<file path="src/rtl/internal_node_sender.sv">
// ============================================================================
// Module      : internal_node_sender
// Description : Transmitter side of the internal-node load interface. Streams
//               host words into the KD-tree internal-node register array in
//               node-index order. Each session delivers exactly NUM_NODES
//               words. Words enter over a valid/ready handshake and pass
//               through a small FIFO. A one-cycle done pulse ends the session.
// Ports       : clk, rst           - clock, async active-high reset
//               start              - begin a session (honoured in IDLE only)
//               in_valid/in_data   - host word offer
//               in_ready           - sender accepts the host word this cycle
//               fsm_enable         - tree-load phase active (tree write gate)
//               sender_enable/data - word toward the currently addressed node
//               busy, done         - session status / end-of-session pulse
//               node_count         - words delivered in current/last session
// Revision    : 1.0 - initial release
// ============================================================================
`default_nettype none

module internal_node_sender #(
    parameter int INTERNAL_WIDTH = 22,
    parameter int NUM_NODES      = 127,
    parameter int COUNT_WIDTH    = 8,
    parameter int FIFO_DEPTH     = 4
) (
    input  logic                      clk,
    input  logic                      rst,
    input  logic                      start,
    input  logic                      in_valid,
    input  logic [INTERNAL_WIDTH-1:0] in_data,
    output logic                      in_ready,
    input  logic                      fsm_enable,
    output logic                      sender_enable,
    output logic [INTERNAL_WIDTH-1:0] sender_data,
    output logic                      busy,
    output logic                      done,
    output logic [COUNT_WIDTH-1:0]    node_count
);

    localparam int PTR_W = $clog2(FIFO_DEPTH);

    localparam logic [COUNT_WIDTH-1:0] CNT_LAST = COUNT_WIDTH'(NUM_NODES);
    localparam logic [COUNT_WIDTH-1:0] CNT_ONE  = COUNT_WIDTH'(1);
    localparam logic [PTR_W:0]         PTR_ONE  = (PTR_W+1)'(1);

    typedef enum logic [1:0] {
        ST_IDLE = 2'd0,
        ST_SEND = 2'd1,
        ST_DONE = 2'd2
    } state_t;

    state_t                    state_q, state_d;
    // Pointers carry one extra bit so full and empty are distinguishable.
    logic [PTR_W:0]            wr_ptr_q, wr_ptr_d;
    logic [PTR_W:0]            rd_ptr_q, rd_ptr_d;
    logic [COUNT_WIDTH-1:0]    acc_cnt_q, acc_cnt_d;
    logic [COUNT_WIDTH-1:0]    node_cnt_q, node_cnt_d;
    logic [INTERNAL_WIDTH-1:0] mem_q [FIFO_DEPTH];

    logic in_send;
    logic fifo_empty;
    logic fifo_full;
    logic push;
    logic pop;

    assign in_send    = (state_q == ST_SEND);
    assign fifo_empty = (wr_ptr_q == rd_ptr_q);
    assign fifo_full  = (wr_ptr_q[PTR_W] != rd_ptr_q[PTR_W]) &&
                        (wr_ptr_q[PTR_W-1:0] == rd_ptr_q[PTR_W-1:0]);

    // in_ready ignores a same-cycle pop: a full FIFO never accepts.
    assign in_ready      = in_send && !fifo_full && (acc_cnt_q < CNT_LAST);
    // The tree has no backpressure, so every enabled cycle is a transfer.
    assign sender_enable = in_send && !fifo_empty && fsm_enable;
    assign sender_data   = fifo_empty ? '0 : mem_q[rd_ptr_q[PTR_W-1:0]];

    assign push = in_valid && in_ready;
    assign pop  = sender_enable;

    assign busy       = (state_q != ST_IDLE);
    assign done       = (state_q == ST_DONE);
    assign node_count = node_cnt_q;

    always_comb begin
        state_d    = state_q;
        wr_ptr_d   = wr_ptr_q;
        rd_ptr_d   = rd_ptr_q;
        acc_cnt_d  = acc_cnt_q;
        node_cnt_d = node_cnt_q;
        case (state_q)
            ST_IDLE: begin
                if (start) begin
                    state_d    = ST_SEND;
                    wr_ptr_d   = '0;
                    rd_ptr_d   = '0;
                    acc_cnt_d  = '0;
                    node_cnt_d = '0;
                end
            end
            ST_SEND: begin
                // acc_cnt is bounded by in_ready; node_cnt by pops of
                // accepted words, so neither can pass NUM_NODES.
                if (push) begin
                    wr_ptr_d  = wr_ptr_q + PTR_ONE;
                    acc_cnt_d = acc_cnt_q + CNT_ONE;
                end
                if (pop) begin
                    rd_ptr_d   = rd_ptr_q + PTR_ONE;
                    node_cnt_d = node_cnt_q + CNT_ONE;
                    if (node_cnt_q == CNT_LAST - CNT_ONE) begin
                        state_d = ST_DONE;
                    end
                end
            end
            ST_DONE: begin
                state_d = ST_IDLE;
            end
            default: begin
                state_d = ST_IDLE;
            end
        endcase
    end

    always_ff @(posedge clk or posedge rst) begin
        if (rst) begin
            state_q    <= ST_IDLE;
            wr_ptr_q   <= '0;
            rd_ptr_q   <= '0;
            acc_cnt_q  <= '0;
            node_cnt_q <= '0;
        end else begin
            state_q    <= state_d;
            wr_ptr_q   <= wr_ptr_d;
            rd_ptr_q   <= rd_ptr_d;
            acc_cnt_q  <= acc_cnt_d;
            node_cnt_q <= node_cnt_d;
        end
    end

    // Storage needs no reset: entries are only read while the FIFO is non-empty.
    always_ff @(posedge clk) begin
        if (push) begin
            mem_q[wr_ptr_q[PTR_W-1:0]] <= in_data;
        end
    end

endmodule

`default_nettype wire

</file>
<file path="config.mk">
export PLATFORM = sky130hd
export DESIGN_NAME = internal_node_sender
export DESIGN_NICKNAME = d
export VERILOG_FILES = /design/src/rtl/internal_node_sender.sv
export SDC_FILE = /design/constraint.sdc
export NUM_CORES = 1
export LEC_CHECK = 0
export CAP_MARGIN = 15
export CORE_ASPECT_RATIO = 0.5
export CORE_MARGIN = 5
export CORE_UTILIZATION = 39
export CTS_BUF_LIST = sky130_fd_sc_hd__clkbuf_8
export DETAILED_ROUTE_END_ITERATION = 8
export PLACE_DENSITY = 0.67
export SETUP_SLACK_MARGIN = 0.5
export SLEW_MARGIN = 25
export SYNTH_ARGS = -nofsm -noshare
export SYNTH_HDL_FRONTEND = slang
export SYNTH_SLANG_ARGS = --single-unit
</file>
<file path="constraint.sdc">
create_clock -name clk -period 2.9 [get_ports clk]
set_clock_uncertainty 0.05 [all_clocks]
set_input_delay 0.435 -clock clk [delete_from_list [all_inputs] [get_ports clk]]
set_output_delay 0.435 -clock clk [all_outputs]
set_load 0.005 [all_outputs]
</file>
Word level (Yosys, flattened, before mapping)
Memories as Yosys holds them, arrays and structs flattened.
Index checks and enable logic that the tools add are counted.
{"block": "op_classes", "n_addsub": 4, "n_mul": 0, "n_div": 0, "order_cmp": 1, "eq_ne": 10, "shift": 0, "muxes": 17, "n_bitwise": 0, "n_reduce_logical": 14}
{"operator": "$pmux W8 S2", "n": 2}
{"operator": "$mux W8", "n": 3}
{"operator": "$mux W22", "n": 1}
{"operator": "$add A8 B1 Y8 const B", "n": 2}
{"operator": "$pmux W3 S2", "n": 2}
{"operator": "$mux W3", "n": 3}
{"operator": "$reduce_and A3 Y1", "n": 3}
{"operator": "$eq A8 B7 Y1 const B", "n": 1}
{"operator": "$lt A8 B7 Y1 const B", "n": 1}
{"operator": "$add A3 B1 Y3 const B", "n": 2}
{"operator": "$logic_and A1 B1 Y1", "n": 6}
{"operator": "$mux W2", "n": 3}
{"operator": "$ne A2 B1 Y1 const B", "n": 2}
{"operator": "$ne A2 B2 Y1 const B", "n": 2}
{"operator": "$pmux W2 S2", "n": 1}
{"operator": "$reduce_bool A2 Y1", "n": 2}
{"operator": "$eq A3 B3 Y1", "n": 1}
{"operator": "$eq A2 B1 Y1 const B", "n": 1}
{"operator": "$eq A2 B2 Y1", "n": 1}
{"operator": "$eq A2 B2 Y1 const B", "n": 1}
{"operator": "$logic_not A1 Y1", "n": 2}
{"operator": "$logic_not A2 Y1", "n": 1}
{"operator": "$mux W1", "n": 2}
{"operator": "$ne A1 B1 Y1", "n": 1}
{"block": "totals", "regBits": 24, "latchBits": 0, "ramBits": 88, "mem_bits_ro": 0, "inputBits": 27, "memories": 1}
{"memory": "mem_q", "depth": 4, "word_bits": 22, "read_ports": 1, "rd_ports_with_merged_regs": 0, "wr": 1, "line_no": "58", "text": "logic [INTERNAL_WIDTH-1:0] mem_q [FIFO_DEPTH];"}

Depth between registers and ports, before layout
Gate-level depths: netlist of the first run.
{"block": "logic_depth", "ltp_word": 8, "ltp_mapped": 6}

Worst setup path after synthesis of the first run
Ideal clock, no wire load.
{"block": "synth_timing", "path_kind": "register to register", "start": "register acc_cnt_q[0]", "end": "memory mem_q[0][0], enable pin", "t_arrival_ns": 1.760, "t_required_ns": 2.469, "slack_ns": 0.709, "path_stages_with_launch": 6, "n_path_buf": 1, "synth_period_minus_slack_ns": 2.191, "path_cell_list": "dfrtp_1 > ha_1 > nand3_1 > o2111a_1 > buf_2 > and3_1"}
{"block": "synth_between", "elab_chain_cells": 5}
{"item": "start: declaration", "line_no": "56", "text": "logic [COUNT_WIDTH-1:0] acc_cnt_q, acc_cnt_d;"}
{"item": "start signal: assignment", "line_no": "135", "text": "acc_cnt_q <= acc_cnt_d;"}
{"item": "$lt A8 B7 Y1", "line_no": "72", "text": "assign in_ready = in_send && !fifo_full && (acc_cnt_q < CNT_LAST);"}
{"item": "$logic_and A1 B1 Y1", "line_no": "72"}
{"item": "$logic_and A1 B1 Y1", "line_no": "77", "text": "assign push = in_valid && in_ready;"}
{"item": "$mux W1", "line_no": "142", "text": "if (push) begin"}
{"item": "$mux W1 (implied by the code)", "line_no": "143", "text": "mem_q[wr_ptr_q[PTR_W-1:0]] <= in_data;"}
{"item": "end: declaration", "line_no": "58"}
No other way between the ends.

Worst setup path after layout of the first run
{"block": "layout_timing", "start": "register rd_ptr_q[0]", "end": "output port sender_data[13]"}
{"block": "layout_between", "elab_chain_cells": 2}
{"item": "start: declaration", "line_no": "55", "text": "logic [PTR_W:0] rd_ptr_q, rd_ptr_d;"}
{"item": "start signal: assignment", "line_no": "134", "text": "rd_ptr_q <= rd_ptr_d;"}
{"item": "$mem_v2 Z4 W22 / $eq A3 B3 Y1 (equally long branches)"}
{"item": "$mux W22 *", "line_no": "75", "text": "assign sender_data = fifo_empty ? '0 : mem_q[rd_ptr_q[PTR_W-1:0]];"}
{"item": "end: declaration", "line_no": "34", "text": "output logic [INTERNAL_WIDTH-1:0] sender_data,"}
Every way passes the cells marked *; elsewhere a longest branch is shown, timed or not.

==> results.md, run 1 <==
* Ports at 61
* Reg2reg start: acc_cnt_q[0]$_DFFE_PP0P_
* Wire per inst at 18.4 um
* Mapped Nets at 320
* WHS at 343 ps
* Setup violations, final at 0
* Final instance area at 5950 sq um
* Antenna Cells at 0
* Reg2reg end: mem_q[3][2]$_DFFE_PP_
* Die Y at 87.5 um
* FF-to-FF setup slack at 660 ps
* Register area share after synthesis at 69.2%
* Post-synth top area share at 56.4%
* DP Worst Slack at 237 ps
* Lkg Pwr at 0.00223 uW
* Crit end category: primary output
* Vias/cell at 5.03
* Hold Vio Cnt, Final at 0
* Clock share of power at 17.6%
* Cell variety after synth at 40
* Final nets at 404
* Layout area overhead at 26.9%
* Worst R2R Path Depth at 5
* Ranking of synthesized cells by area: edfxtp_1 (56%), dfrtp_1 (13%), mux4_2 (11%)
* Clock H-tree levels at 3
* Async set or reset register ratio after synthesis at 21.4%
* RePlAce Congestion at 0.790
* Drt drc at 0
* Largest net degree at the start of global routing at 25
* Total of warnings raised by yosys at 0
* Slew Viols, Final at 0
* Gate Count Post-Synth at 285
* Max FO, Critical Path at 5
* Synth Cell Area at 4690 sq um
* Top FF cell, synth: edfxtp_1
* Initial antenna violation count at 0
* Worst-Margin Slew at 523 ps
* Post-DRT Antenna Nets at 0
* Worst setup SP type: flip-flop
* Internal at 3940 uW
* CTS root buf: clkbuf_8
* Min-Delay Path Class: in2async
* Max-cap violations at 0
* Combinational power share at 44.0%
* Syn Area/Cell at 16.5 sq um
* # hold bufs at CTS at 0
* CTS sink cnt at 112
* Share of power burned in registers at 38.4%
* Synth Register Bits at 112
* Post-synth top cells: edfxtp_1 (88), dfrtp_1 (24), nor2b_1 (24)
* P_sw at 1900 uW
* Max VDD drop at 0.392 mV
* Clock Tree Buf Depth at 2
* Count leader, synth: edfxtp_1
* Iteration-0 DRC Markers at 202
* Clock transition at path regs at 110 ps
* Post-DP Area at 5510 sq um
* Fin util at 50.6%
* Detailed Routing Iterations Pass 1 at 4
* CP Data Arrival Time at 2020 ps
* Critical Path Source: rd_ptr_q[0]$_DFFE_PP0P_
* Status: finished, final reports clean
* GRT overflow at 0
* Clk_lat worst skew at 380 ps
* F_max at 400 MHz
* RSZ-0062 raised after global routing: true
* Post-synth EDFFs at 88
* HPWL Detailed at 5.93 mm
* PD cells at 980 nW/um^2
* CTS tree: built
* Ratio of cells with drive above 1 in the final layout at 21.7%
* Die Wd at 165 um
* Sw Share at 32.6%
* # rows at 28
* Vias in the first global route at 2922
* IO buf count at 60
* Final WL at 9.91 mm
* GRT Util Overall at 14.8%
* Tmin final at 2500 ps
* Largest area contributor in the netlist: edfxtp_1
* Setup CP Type: reg2out
* Full die area at 14500 sq um
* Cts bufs inserted at 9
* Final clock period utilization by the worst path at 86.3%
* Critical Path RT at 2410 ps
* Setup tns final at 0 ps
* Final setup margin at 397 ps
* Via Count at 2711
* First-pass GRT wire length at 15.9 mm
* Core region area at 11800 sq um
* Slew HR at 65.1%
* Initial Util at 39.8%
==> power groups by stage <==
stage | Combinational, uW | Sequential [uW] | Clock, uW
after floorplan | 1270 | 2210 | 0
after global placement | 2250 | 2230 | 0
after detailed placement | 2300 | 2260 | 0
after CTS | 2560 | 2230 | 1060
after global routing | 2800 | 2280 | 1120
final | 2570 | 2240 | 1030
==> layout make-up <==
| cell class | count | area, sq um |
|---|---|---|
| Timing Repair Buffer | 86 | 837 |
| Tap cell | 165 | 206 |
| Multi-Input combinational cell | 148 | 1390 |
| Clock buffer | 9 | 124 |
| Sequential cell | 112 | 3240 |
| Clock inverter | 7 | 103 |
| Inverter | 12 | 45.0 |
| Fill cell | 976 | 5820 |
==> worst max-delay path by stage <==
stage | end | slack [ps] | cells past startpoint
2_1_floorplan | mem_q[0][0]$_DFFE_PP_ | 710 | 5
3_5_place_dp | sender_data[15] | 240 | 4
6_report | sender_data[13] | 400 | 7
4_1_cts | sender_data[21] | 390 | 7
5_1_grt | sender_data[13] | 330 | 7
3_3_place_gp | sender_data[15] | 360 | 4
==> flip-flops by register name, indices dropped and copies added (netlist names) <==
register    flops
mem_q          88
acc_cnt_q       8
node_count      8
rd_ptr_q        3
wr_ptr_q        3
state_q         2
==> routing by layer <==
metal,up-vias,part of all wire [%],GRT usage [%]
met5,-,0,0
met4,0,1.4,4.91
met3,14,4.8,3.71
met2,62,50,25.1
met1,1362,44,18.9
li1,1273,-,-
==> cells in the final DEF (no fill, tap or decap), types with 5 or more instances in the layout <==
master / count
inv_1: 11
mux4_2: 22
and3_1: 12
nand2_1: 11
ha_1: 8
clkdlybuf4s50_1: 36
nor2b_1: 23
dlygate4sd2_1: 15
a31oi_1: 5
dfrtp_1: 23
buf_2: 9
nand3_1: 11
edfxtp_1: 88
o21ai_0: 6
clkbuf_8: 9
buf_4: 18
==> stage by stage <==
stage          instances  power, uW
4_1_cts              539       5860
3_5_place_dp         506       4560
3_3_place_gp         506       4470
5_1_grt              539       6200
6_report             539       5840
2_1_floorplan        285       3470
==> worst max-delay path: stages (launching register included) <==
cell	delay, ps
dfrtp_2	450
buf_6	120
buf_6	120
buf_12	120
buf_16	140
mux4_2	420
nor2b_4	140
buf_2	120
==> kinds of logic after synthesis <==
group                      count (synthesis)  share of synthesized area [%]
DFF                                      112                           69.2
and+or+nand+nor                           75                           9.10
AOI/OAI and AO/OA                         35                           5.31
buffers and inverters                     26                           2.35
muxes                                     25                           11.2
adders and majority gates                  8                           2.13
xor gates and xnor gates                   4                          0.747
==> timing repair <==
item,4_1_cts,5_1_grt
gates cloned,4,0
setup buffers,13,0
resized for setup,65,4
pin swaps,2,0
setup endpoints to repair,24,22
Note: power is estimated with default switching activity, not from simulation.
==> inputs of run 2 (changes only) <==
==> constraint.sdc (replaced) <==
create_clock -name clk -period 2.95 [get_ports clk]
set_clock_uncertainty 0.05 [all_clocks]
set_input_delay 0.4425 -clock clk [delete_from_list [all_inputs] [get_ports clk]]
set_output_delay 0.4425 -clock clk [all_outputs]
set_load 0.005 [all_outputs]
==> results.md, run 2 (synthesis gave the netlist of run 1 again) <==
* Status: finished, final reports clean
* Crit end category: primary output
* Largest delay share family, worst path: buffers and inverters
* Share of power burned in registers at 38.9%
* First-pass GRT wire length at 15.4 mm
* Clk_lat worst skew at 380 ps
* Clock transition at path regs at 110 ps
* Die Y at 87.5 um
* Clock H-tree levels at 3
* # rows at 28
* Setup tns final at 0 ps
* Placed Cells incl. Taps at 506
* RePlAce Congestion at 0.800
* Setup violations, final at 0
* Internal at 3740 uW
* Most used cell, CP: buf_6
* IO buf count at 60
* Final clock period utilization by the worst path at 83.6%
* CP max stage cell: dfrtp_2
* F_max at 405 MHz
* Final nets at 405
* Commonest non-fill, non-tap cell in the layout: edfxtp_1
* Fin util at 50.4%
* Max VDD drop at 0.338 mV
* Core region area at 11800 sq um
* Ports at 61
* GRT overflow at 0
* Combinational power share at 45.4%
* CTS root buf: clkbuf_8
* Clock Tree Buf Depth at 2
* CTS tree: built
* Die Wd at 165 um
* WHS at 367 ps
* Full die area at 14500 sq um
* Initial antenna violation count at 0
* Worst path cell trace: buf_6 -> buf_16 -> buf_6 -> buf_6 -> mux4_2 -> nor2b_1 -> buf_2
* RSZ-0062 raised after global routing: true
* Final instance area at 5930 sq um
* CP peak stage delay at 450 ps
* Post-DP Area at 5510 sq um
* Min-Delay Path Class: in2async
* Final WL at 9.82 mm
* Via Count at 2749
* Wire per inst at 18.2 um
* Antenna Cells at 0
* Initial Util at 39.8%
* HPWL Detailed at 5.74 mm
* Hold Vio Cnt, Final at 0
* CTS sink cnt at 112
* Vias/cell at 5.09
* Slew HR at 65.0%
* Post-Layout Cell Count at 540
* Max-cap violations at 0
* CP Data Arrival Time at 1980 ps
* Tmin final at 2470 ps
* Cts bufs inserted at 9
* P_sw at 1930 uW
* Most frequent cells in the layout: edfxtp_1 (88), clkdlybuf4s50_1 (36), dfrtp_1 (23)
* Lkg Pwr at 0.00223 uW
* Layout area overhead at 26.5%
* Setup CP Type: reg2out
* Largest net degree at the start of global routing at 25
* Max FFs per register at 88
* Drt drc at 0
* Sw Share at 34.1%
* PD cells at 955 nW/um^2
* Worst setup SP type: flip-flop
* Slew Viols, Final at 0
* Critical Path RT at 2460 ps
* Max FO, Critical Path at 7
* Worst path bufs/invs at 5
* Clock share of power at 15.7%
* Iteration-0 DRC Markers at 140
* Worst-Margin Slew at 524 ps
* Post-DRT Antenna Nets at 0
* GRT Util Overall at 14.3%
* Detailed Routing Iterations Pass 1 at 4
* Ratio of cells with drive above 1 in the final layout at 25.1%
* Vias in the first global route at 2879
run 2: cell types whose count changed in the layout (fill, tap and decap cells not counted), sizes merged:
cell           delta
dlygate4sd2       -7
clkdlybuf4s15     +1
buf               -6
clkinv            +2
bufinv            -2
clkbuf           +13
run 2: area by class of cell:
type,count,area (sq um)
Clock inverter,7,73.8
Sequential cell,112,3240
Multi-Input combinational cell,148,1430
Clock buffer,9,124
Timing Repair Buffer,87,815
Inverter,12,45.0
Tap cell,165,206
Fill cell,996,5840
run 2: timing repair:
item,4_1_cts,5_1_grt
endpoints found under the setup margin,24,23
pin swaps,2,1
hold buffers,0,0
resized for setup,42,43
hold endpoints to repair,0,0
setup buffers,8,7
gates cloned,3,0
run 2: final timing paths:
path	startpoint	endpoint	slack, ps	depth (start not counted)
max	rd_ptr_q[0]$_DFFE_PP0P_	sender_data[20]	480	7
min	rst	node_count[4]$_DFFE_PP0P_	370	2
max reg2reg	acc_cnt_q[0]$_DFFE_PP0P_	mem_q[3][7]$_DFFE_PP_	710	5
min reg2reg	acc_cnt_q[4]$_DFFE_PP0P_	acc_cnt_q[4]$_DFFE_PP0P_	480	1
max in group asynchronous	rst	rd_ptr_q[0]$_DFFE_PP0P_	2110	2
min in group clk	acc_cnt_q[4]$_DFFE_PP0P_	acc_cnt_q[4]$_DFFE_PP0P_	480	1
run 2: power by group through the flow:
stage               clock (uW)  combinational, uW  sequential (uW)
floorplan                    0               1250             2170
global placement             0               2210             2190
detailed placement           0               2240             2220
CTS                        923               2440             2190
global route               980               2800             2230
finish                     889               2570             2210
run 2: stage by stage:
stage | power (uW) | setup slack [ps]
5_1_grt | 6020 | 409
6_report | 5670 | 482
4_1_cts | 5560 | 394
3_3_place_gp | 4390 | 402
3_5_place_dp | 4460 | 307
2_1_floorplan | 3410 | 759
run 2: worst register-to-register path: stages (launching register included):
cell and delay (ps):
dfrtp_1 410, ha_1 240, nand3_1 150, o2111a_1 480, and3_1 240, buf_4 340
run 2: metal layers:
metal | part of all wire, % | GRT usage [%] | vias to the layer above
met5 | 0 | 0 | -
met4 | 1.5 | 4.15 | 0
li1 | - | - | 1278
met3 | 4.1 | 3.62 | 13
met2 | 50 | 24.0 | 61
met1 | 44 | 18.6 | 1397
